$ cat config.mk
export PLATFORM = sky130hd
export DESIGN_NAME = pll_reconfig_ctrl
export DESIGN_NICKNAME = d
export VERILOG_FILES = /design/src/rtl/pll_reconfig_ctrl.sv
export SDC_FILE = /design/constraint.sdc
export NUM_CORES = 1
export LEC_CHECK = 0
export ABC_AREA = 1
export ABC_CLOCK_PERIOD_IN_PS = 2000
export CAP_MARGIN = 20
export CORE_ASPECT_RATIO = 1.5
export CORE_MARGIN = 2
export CORE_UTILIZATION = 30
export DETAILED_ROUTE_END_ITERATION = 6
export SYNTH_ARGS = -nofsm -noshare
export SYNTH_HDL_FRONTEND = slang
export SYNTH_SLANG_ARGS = --single-unit
$ cat constraint.sdc
create_clock -name clkin -period 2 [get_ports clkin]
set_input_delay 0.4 -clock clkin [delete_from_list [all_inputs] [get_ports clkin]]
set_output_delay 0.4 -clock clkin [all_outputs]
set_load 0.1 [all_outputs]
$ cat src/rtl/pll_reconfig_ctrl.sv
// PLL dynamic reconfiguration controller: applies one of four divider profiles,
// sequences PLL reset, qualifies lock and reports ready / timeout / lock loss.
module pll_reconfig_ctrl #(
  parameter int unsigned RST_CYCLES   = 16,
  parameter int unsigned LOCK_STABLE  = 255,
  parameter int unsigned LOCK_TIMEOUT = 65535,
  parameter logic [17:0] PROFILE0     = 18'h3F03C,
  parameter logic [17:0] PROFILE1     = 18'h3E03C,
  parameter logic [17:0] PROFILE2     = 18'h3F07E,
  parameter logic [17:0] PROFILE3     = 18'h3D038
) (
  input  logic       clkin,
  input  logic       rst_n,
  input  logic       req,
  input  logic [1:0] sel_idx,
  input  logic       pll_lock,
  output logic       pll_reset,
  output logic [5:0] idsel,
  output logic [5:0] fbdsel,
  output logic [5:0] odsel,
  output logic [1:0] cur_idx,
  output logic       busy,
  output logic       ready,
  output logic       done,
  output logic       fail,
  output logic       lock_lost
);

  localparam int unsigned CNT_W = 8;
  localparam int unsigned TO_W  = 16;
  localparam logic [CNT_W-1:0] RST_LAST = CNT_W'(RST_CYCLES - 1);
  localparam logic [CNT_W-1:0] STB_MAX  = CNT_W'(LOCK_STABLE);
  localparam logic [TO_W-1:0]  TO_MAX   = TO_W'(LOCK_TIMEOUT);

  typedef enum logic [2:0] {
    ST_ASSERT,
    ST_WAIT_LOCK,
    ST_STABLE,
    ST_READY,
    ST_FAIL
  } state_t;

  state_t           state;
  logic             lock_meta;
  logic             lock_s;
  logic [CNT_W-1:0] rst_cnt;
  logic [CNT_W-1:0] stb_cnt;
  logic [TO_W-1:0]  to_cnt;

  logic [CNT_W-1:0] rst_inc;
  logic [CNT_W-1:0] stb_inc;
  logic [TO_W-1:0]  to_inc;
  logic [17:0]      profile_sel;
  logic             accept;
  logic             restart;

  function automatic logic [17:0] profile_of(input logic [1:0] idx);
    case (idx)
      2'd0:    profile_of = PROFILE0;
      2'd1:    profile_of = PROFILE1;
      2'd2:    profile_of = PROFILE2;
      default: profile_of = PROFILE3;
    endcase
  endfunction

  // Saturating increments so no counter can wrap
  assign rst_inc = (rst_cnt == '1) ? rst_cnt : rst_cnt + CNT_W'(1);
  assign stb_inc = (stb_cnt == '1) ? stb_cnt : stb_cnt + CNT_W'(1);
  assign to_inc  = (to_cnt  == '1) ? to_cnt  : to_cnt  + TO_W'(1);

  assign profile_sel = profile_of(sel_idx);
  assign accept      = req && (state == ST_READY || state == ST_FAIL);
  // A request outranks lock loss; lock loss alone retries the current profile
  assign restart     = accept || (state == ST_READY && !lock_s);

  always_ff @(posedge clkin) begin
    if (!rst_n) begin
      state     <= ST_ASSERT;
      lock_meta <= 1'b0;
      lock_s    <= 1'b0;
      rst_cnt   <= '0;
      stb_cnt   <= '0;
      to_cnt    <= '0;
      cur_idx   <= 2'd0;
      idsel     <= PROFILE0[17:12];
      fbdsel    <= PROFILE0[11:6];
      odsel     <= PROFILE0[5:0];
      pll_reset <= 1'b1;
      busy      <= 1'b1;
      ready     <= 1'b0;
      done      <= 1'b0;
      fail      <= 1'b0;
      lock_lost <= 1'b0;
    end else begin
      lock_meta <= pll_lock;
      lock_s    <= lock_meta;
      done      <= 1'b0;
      case (state)
        ST_ASSERT: begin
          if (rst_cnt >= RST_LAST) begin
            state     <= ST_WAIT_LOCK;
            rst_cnt   <= '0;
            pll_reset <= 1'b0;
          end else begin
            rst_cnt <= rst_inc;
          end
        end
        ST_WAIT_LOCK, ST_STABLE: begin
          to_cnt <= to_inc;
          if (to_inc >= TO_MAX) begin
            state     <= ST_FAIL;
            stb_cnt   <= '0;
            pll_reset <= 1'b1;
            busy      <= 1'b0;
            fail      <= 1'b1;
          end else if (!lock_s) begin
            state   <= ST_WAIT_LOCK;
            stb_cnt <= '0;
          end else if (state == ST_WAIT_LOCK) begin
            state   <= ST_STABLE;
            stb_cnt <= '0;
          end else if (stb_inc >= STB_MAX) begin
            state   <= ST_READY;
            stb_cnt <= '0;
            busy    <= 1'b0;
            ready   <= 1'b1;
            done    <= 1'b1;
          end else begin
            stb_cnt <= stb_inc;
          end
        end
        ST_READY, ST_FAIL: begin
          if (restart) begin
            state     <= ST_ASSERT;
            rst_cnt   <= '0;
            stb_cnt   <= '0;
            to_cnt    <= '0;
            pll_reset <= 1'b1;
            busy      <= 1'b1;
            ready     <= 1'b0;
            if (accept) begin
              cur_idx   <= sel_idx;
              idsel     <= profile_sel[17:12];
              fbdsel    <= profile_sel[11:6];
              odsel     <= profile_sel[5:0];
              fail      <= 1'b0;
              lock_lost <= 1'b0;
            end else begin
              lock_lost <= 1'b1;
            end
          end
        end
        default: begin
          state     <= ST_ASSERT;
          rst_cnt   <= '0;
          pll_reset <= 1'b1;
          busy      <= 1'b1;
          ready     <= 1'b0;
        end
      endcase
    end
  end

endmodule

### Yosys cells after proc, flatten, opt, wreduce, memory -nomap -nowiden

Index checks and enable logic that the tools add are counted.

| cells by class | value |
|---|---|
| equal/unequal tests | 22 |
| bitwise logic cells | 4 |
| muxes and demuxes | 41 |
| magnitude comparators | 3 |
| $add $sub $neg | 3 |
| reductions and logical operators | 20 |

Operators with widths:

| kind | count |
|---|---|
| 2-to-1 mux 8 bit | 8 |
| case mux 14 bit (3 select lines) | 1 |
| 2-to-1 mux 16 bit | 2 |
| case mux 16 bit (2 select lines) | 1 |
| case mux 8 bit (3 select lines) | 1 |
| 2-to-1 mux 3 bit | 6 |
| adder 16 x 1 -> 16 bit (second input constant) | 1 |
| adder 8 x 1 -> 8 bit (second input constant) | 2 |
| == test 16 bit (second input constant) | 1 |
| == test 8 bit (second input constant) | 2 |
| >= comparator 16 bit (second input constant) | 1 |
| 2-to-1 mux 1 bit | 16 |
| != test 2 bit (second input constant) | 8 |
| case mux 8 bit (2 select lines) | 1 |
| != test 3 bit (second input constant) | 4 |
| AND reduction 3 bit | 4 |
| case mux 1 bit (3 select lines) | 3 |
| case mux 3 bit (3 select lines) | 1 |
| >= comparator 8 x 4 -> 1 bit (second input constant) | 1 |
| >= comparator 8 bit (second input constant) | 1 |
| == test 3 x 2 -> 1 bit (second input constant) | 2 |
| AND reduction 6 bit | 1 |
| != test 5 bit (second input constant) | 1 |
| AND reduction 5 bit | 1 |
| other kinds (16) | 23 |

| word-level totals | value |
|---|---|
| bits of input ports | 6 |
| output and inout port bits | 26 |
| register bits | 63 |

### Logic depth before layout (Yosys ltp)

| depth | value |
|---|---|
| depth in word-level cells | 8 |
| mapped depth | 16 |

### Worst setup path before layout

Ideal clock, no wire load.

| path | value |
|---|---|
| path kind | register to register |
| start | reg to_cnt[1] |
| end | reg state[0] |
| arrival | 1.927 ns |
| clock period less this slack | 2.038 ns |
| cell stages (with the launch flop) | 17 |
| setup slack | -0.038 ns |
| path through | dfxtp_1 > ha_1 > nand2_1 > nor2_2 > nand2_4 > nor2_4 > inv_2 > buf_6 > nand2_1 > nand3_2 > nor2_4 > nand2_4 > buf_6 > nand3_4 > nand2_2 > nor2_2 > nor2_1 |

| on the way | value |
|---|---|
| cells in the longest elaborated chain, start to end | 5 |

RTL lines:

| element | line | RTL |
|---|---|---|
| start, declared | 48 | `logic [TO_W-1:0] to_cnt;` |
| start signal, assigned | 109 | `to_cnt <= to_inc;` |
| adder 16 x 1 -> 16 bit / == test 16 bit (equally long branches) | 69 | `assign to_inc = (to_cnt == '1) ? to_cnt : to_cnt + TO_W'(1);` |
| 2-to-1 mux 16 bit * | 69 |  |
| >= comparator 16 bit * | 110 | `if (to_inc >= TO_MAX) begin` |
| != test 5 bit (no line) / 2-to-1 mux 3 bit (equally long branches) | n/a |  |
| AND reduction 3 bit (no line) / case mux 3 bit (3 select lines) (equally long branches) | n/a |  |
| end signal, assigned | 78 | `state <= ST_ASSERT;` |
| end signal, assigned | 111 | `state <= ST_FAIL;` |
| end signal, assigned | 117 | `state <= ST_WAIT_LOCK;` |
| end, declared | 43 | `state_t state;` |

Every way passes the cells marked *; elsewhere a longest branch is shown, timed or not.
A chain may end at the register's enable or synchronous reset.

### Worst setup path in the final report

| path | value |
|---|---|
| start | reg to_cnt[0] |
| end | reg fail |

| on the way | value |
|---|---|
| cells in the longest elaborated chain, start to end | 5 |

RTL lines:

| element | line | RTL |
|---|---|---|
| adder 16 x 1 -> 16 bit / == test 16 bit (equally long branches) | 69 |  |
| 2-to-1 mux 16 bit * | 69 |  |
| >= comparator 16 bit * | 110 |  |
| != test 2 bit (no line) * | n/a |  |
| AND reduction 4 bit (no line) * | n/a |  |
| end signal, assigned | 92 | `fail <= 1'b0;` |
| end signal, assigned | 115 | `fail <= 1'b1;` |
| end signal, assigned | 146 | `fail <= 1'b0;` |
| end, declared | 25 | `output logic fail,` |

Marks and branches as above.

==> summary by stage <==
Timing
For the final database, setup skew stands at 9.86 ps. The final total negative setup slack is -1030 ps. The fmax is 477 MHz. The number of hold violations in the final report was 0. Of the available clock period, the critical path in the final layout requires 1.05. Hold timing on the final database bottoms out at a slack of 413 ps. Once routing completed, OpenROAD measured the worst setup slack at -96.5 ps. Setup repair after global routing could not meet its margin everywhere.

For the pin with the worst max-slew slack, the measured transition is 572 ps. The final number of max-transition violations was 0. The minimum clock period is 2100 ps. Setup violations remaining at the end of the flow were counted as 15. The worst relative slew slack is 0.616.

Floorplan
The I/O pin total is 32. The floorplan step defined a core boundary enclosing 9580 um^2. The vertical extent of the die is 125 um.

The die span in x is 84.4 um. The starting density of the core is 0.303. The area of the die is 10500 um^2. The floorplan has 44 rows.

Cells and area
In the final design database the tool counted 524 nets. In the final layout, the share of cells above drive strength 1 is 0.260. Relative to the synthesized area, the layout overhead comes to 31.6%.

The total inserted antenna cells is 0. Excluding fillers, the count of instances in the completed layout stands at 631.

Power
The design draws 0.00382 W. The share of total power dissipated in the clock network is 0.290. The switching share of total power is 0.412. The maximum vdd ir drop is 0.808 mV. For this design the static power due to leakage is 1.67 nW.

The internal power of the cells totals 0.00225 W. The part of the power in combinational logic is 0.414. The power share of the sequential group is 0.296.

The power density of the placed cells is 998 nW/um^2. In this run the power spent charging and discharging nets is 0.00157 W.

Placed design
The total half-perimeter wirelength after legalization and detailed placement is 5740 um. The number of placed instances with taps included is 619. Before CTS, the worst setup slack after placement is -203 ps. The placer's final routability congestion estimate is 0.843. The count of buffers added on input and output ports is 18.

Routing
The routed length per instance is 11.7 um. The residual antenna-violating net count after detailed routing is 0. The detailed router finished its first iteration with 128 violations. Using the TritonRoute via totals, the vias-per-cell ratio works out to 4.71.

The detailed router placed 2973 vias in this run. After detailed routing, the total wire length is 7400 um. In the routed design, unresolved DRC markers number 0. The first detailed-routing pass ran for 4 iterations.

Critical path
The element type at the critical path start is a register. Along the worst path, the maximum fanout reaches 6. STA puts the critical path data arrival time at 2330 ps.

For the worst setup path, the data required time is 2230 ps. The critical path start-end classification is register to register. The worst setup path is captured at a register.

Clocking
The worst-case clock buffer depth is 2. In this run the number of H-tree levels came out at 2. The clock reaches the later pin of the worst-skew pair after 290 ps. TritonCTS built the clock tree. Buffers inserted during clock tree synthesis total 5. The number of sinks on the clock net is 48. The clock edge transition at the registers on the reported setup and hold paths is 70 ps.

The buffer cell driving the clock tree root is sky130_fd_sc_hd__clkbuf_16.

Logic synthesis
The share of Yosys cell area claimed by the top area cell type is 0.331. For this run, the leading register cell type out of synthesis is sky130_fd_sc_hd__dfxtp_1. Sorting the synthesized cells by area gives the leading types as sky130_fd_sc_hd__dfxtp_1, sky130_fd_sc_hd__nand2_1, sky130_fd_sc_hd__inv_1, sky130_fd_sc_hd__a21oi_1, sky130_fd_sc_hd__nor2_1.

The mapped cell area is 2910 um^2. The synthesized design contains 48 register bits. The mean instance size in the synthesized netlist is 6.47 um^2. Synthesis instantiated 39 different standard cells from the library. In the synthesized netlist, the cells that appear most often are sky130_fd_sc_hd__nand2_1, sky130_fd_sc_hd__dfxtp_1, sky130_fd_sc_hd__inv_1, sky130_fd_sc_hd__nor2_1, sky130_fd_sc_hd__a21oi_1. The async set-reset flop share out of synthesis is 0.

The sequential share of the synthesized area is 0.331. Synthesis handed over a netlist of 449 instances. The cell with the most instances after synthesis is sky130_fd_sc_hd__nand2_1. In this run, synthesis inferred 0 flip-flops with an integrated enable. The number of synthesis warnings is 0. The post-synthesis cell type with the largest combined area is sky130_fd_sc_hd__dfxtp_1.

Run status
The final reports fail on negative setup slack. The run finished, with violations left.

Worst hold path
The type of the tightest min-delay check is register to register.

GRT
The number of global-route vias before repair is 2972. The number of antenna violations at the first check in global routing was 0. The maximum number of pins on one net before global-route repair is 17. The first global-routing pass estimated 13000 um of wire.

The global routing usage summed across all routing layers is 0.148. Summed over all layers, the global routing overflow is 0.

Job
The tool flagged a number of max-cap violations equal to 0.
[final timing paths]
| kind | startpoint | end | slack [ps] | depth (start not counted) |
|---|---|---|---|---|
| worst max-delay path | to_cnt[0] | fail | -100 | 12 |
| worst min-delay path | lock_meta | lock_s | 410 | 2 |
| worst max register to register | to_cnt[0] | fail | -100 | 12 |
| worst min register to register | lock_meta | lock_s | 410 | 2 |
[logic make-up after synthesis]
logic type | after synthesis | synth area share
compound gates | 57 | 0.107
xor+xnor | 4 | 0.0121
fa+ha+maj | 3 | 0.0129
buf+inv | 75 | 0.125
flops | 48 | 0.331
other cells | 2 | 0.00258
simple gates | 260 | 0.410
[power by group through the flow]
stage / combinational [W] / clock (W) / sequential, W
after CTS: 0.00156 / 0.00114 / 0.00113
after detailed placement: 0.00153 / 0 / 0.00115
after floorplan: 0.000829 / 0 / 0.00141
final: 0.00158 / 0.00111 / 0.00113
after global routing: 0.00172 / 0.00116 / 0.00115
after global placement: 0.00152 / 0 / 0.00115
[state kept, by name (all words and copies together), names as in the netlist]
register	cells
rst_cnt	8
ready	1
done	1
busy	1
lock_s	1
pll_reset	1
odsel	2
lock_meta	1
stb_cnt	8
state	3
to_cnt	16
fail	1
lock_lost	1
idsel	1
cur_idx	2
[placed cells by master, fill, tap and decap left out, types with 4 or more instances in the layout]
cell type | synthesis | layout
sky130_fd_sc_hd__nor3_1 | 6 | 6
sky130_fd_sc_hd__inv_1 | 46 | 45
sky130_fd_sc_hd__nand4_1 | 14 | 14
sky130_fd_sc_hd__dfxtp_2 | 0 | 4
sky130_fd_sc_hd__clkbuf_16 | 0 | 5
sky130_fd_sc_hd__o21ai_1 | 2 | 5
sky130_fd_sc_hd__nand3_1 | 27 | 26
sky130_fd_sc_hd__a21oi_1 | 32 | 30
sky130_fd_sc_hd__nor2_2 | 5 | 5
sky130_fd_sc_hd__buf_4 | 17 | 68
sky130_fd_sc_hd__nand2_1 | 143 | 136
sky130_fd_sc_hd__conb_1 | 2 | 13
sky130_fd_sc_hd__nand2_2 | 8 | 13
sky130_fd_sc_hd__nor2_4 | 4 | 7
sky130_fd_sc_hd__dfxtp_1 | 48 | 42
sky130_fd_sc_hd__o21ai_0 | 14 | 8
sky130_fd_sc_hd__nand2_4 | 2 | 4
sky130_fd_sc_hd__o21ai_2 | 1 | 4
sky130_fd_sc_hd__clkdlybuf4s50_1 | 0 | 5
sky130_fd_sc_hd__nand3_2 | 4 | 4
sky130_fd_sc_hd__nor2_1 | 38 | 35
[metal layers]
| metal | wire length, um | vias up | share of wire | GRT usage |
|---|---|---|---|---|
| met5 | 0 | - | 0 | 0 |
| met4 | 198 | 0 | 0.027 | 0.0588 |
| met3 | 205 | 14 | 0.028 | 0.0225 |
| met2 | 4040 | 44 | 0.55 | 0.286 |
| met1 | 2960 | 1370 | 0.40 | 0.156 |
| li1 | - | 1545 | - | - |
[final cells by class]
type,instances,area (um^2)
Clock buffer,5,125
Clock inverter,3,68.8
Fill cell,1016,5750
Inverter,48,185
Multi-Input combinational cell,337,1750
Sequential cell,48,973
Tap cell,115,144
Timing Repair Buffer,75,583
[worst max-delay path, stage by stage, from the launching register on]
cell and delay [ps]:
sky130_fd_sc_hd__dfxtp_4 370, sky130_fd_sc_hd__ha_4 160, sky130_fd_sc_hd__nand2_4 60, sky130_fd_sc_hd__nor2_4 110, sky130_fd_sc_hd__nand2_4 90, sky130_fd_sc_hd__nor2_4 230, sky130_fd_sc_hd__xor2_2 270, sky130_fd_sc_hd__nand3_2 130
sky130_fd_sc_hd__nor2_4 140, sky130_fd_sc_hd__nand2_4 110, sky130_fd_sc_hd__nand2_2 120, sky130_fd_sc_hd__o211ai_1 110, sky130_fd_sc_hd__a21oi_1 130
[timing repair]
| item | in CTS | in global routing |
|---|---|---|
| hold buffers | 0 | 0 |
| setup endpoints to repair | 16 | 16 |
| buffers inserted | 2 | 2 |
| pin swaps | 2 | 7 |
| resized for setup | 17 | 29 |
[per-stage QoR]
step / cell area (um^2) / util
CTS: 3720 / 0.389
floorplan: 2960 / -
detailed placement: 3470 / 0.362
finish: 3820 / 0.399
global placement: 3470 / 0.362
global route: 3820 / 0.399
Power figures use the tool's default switching activity.
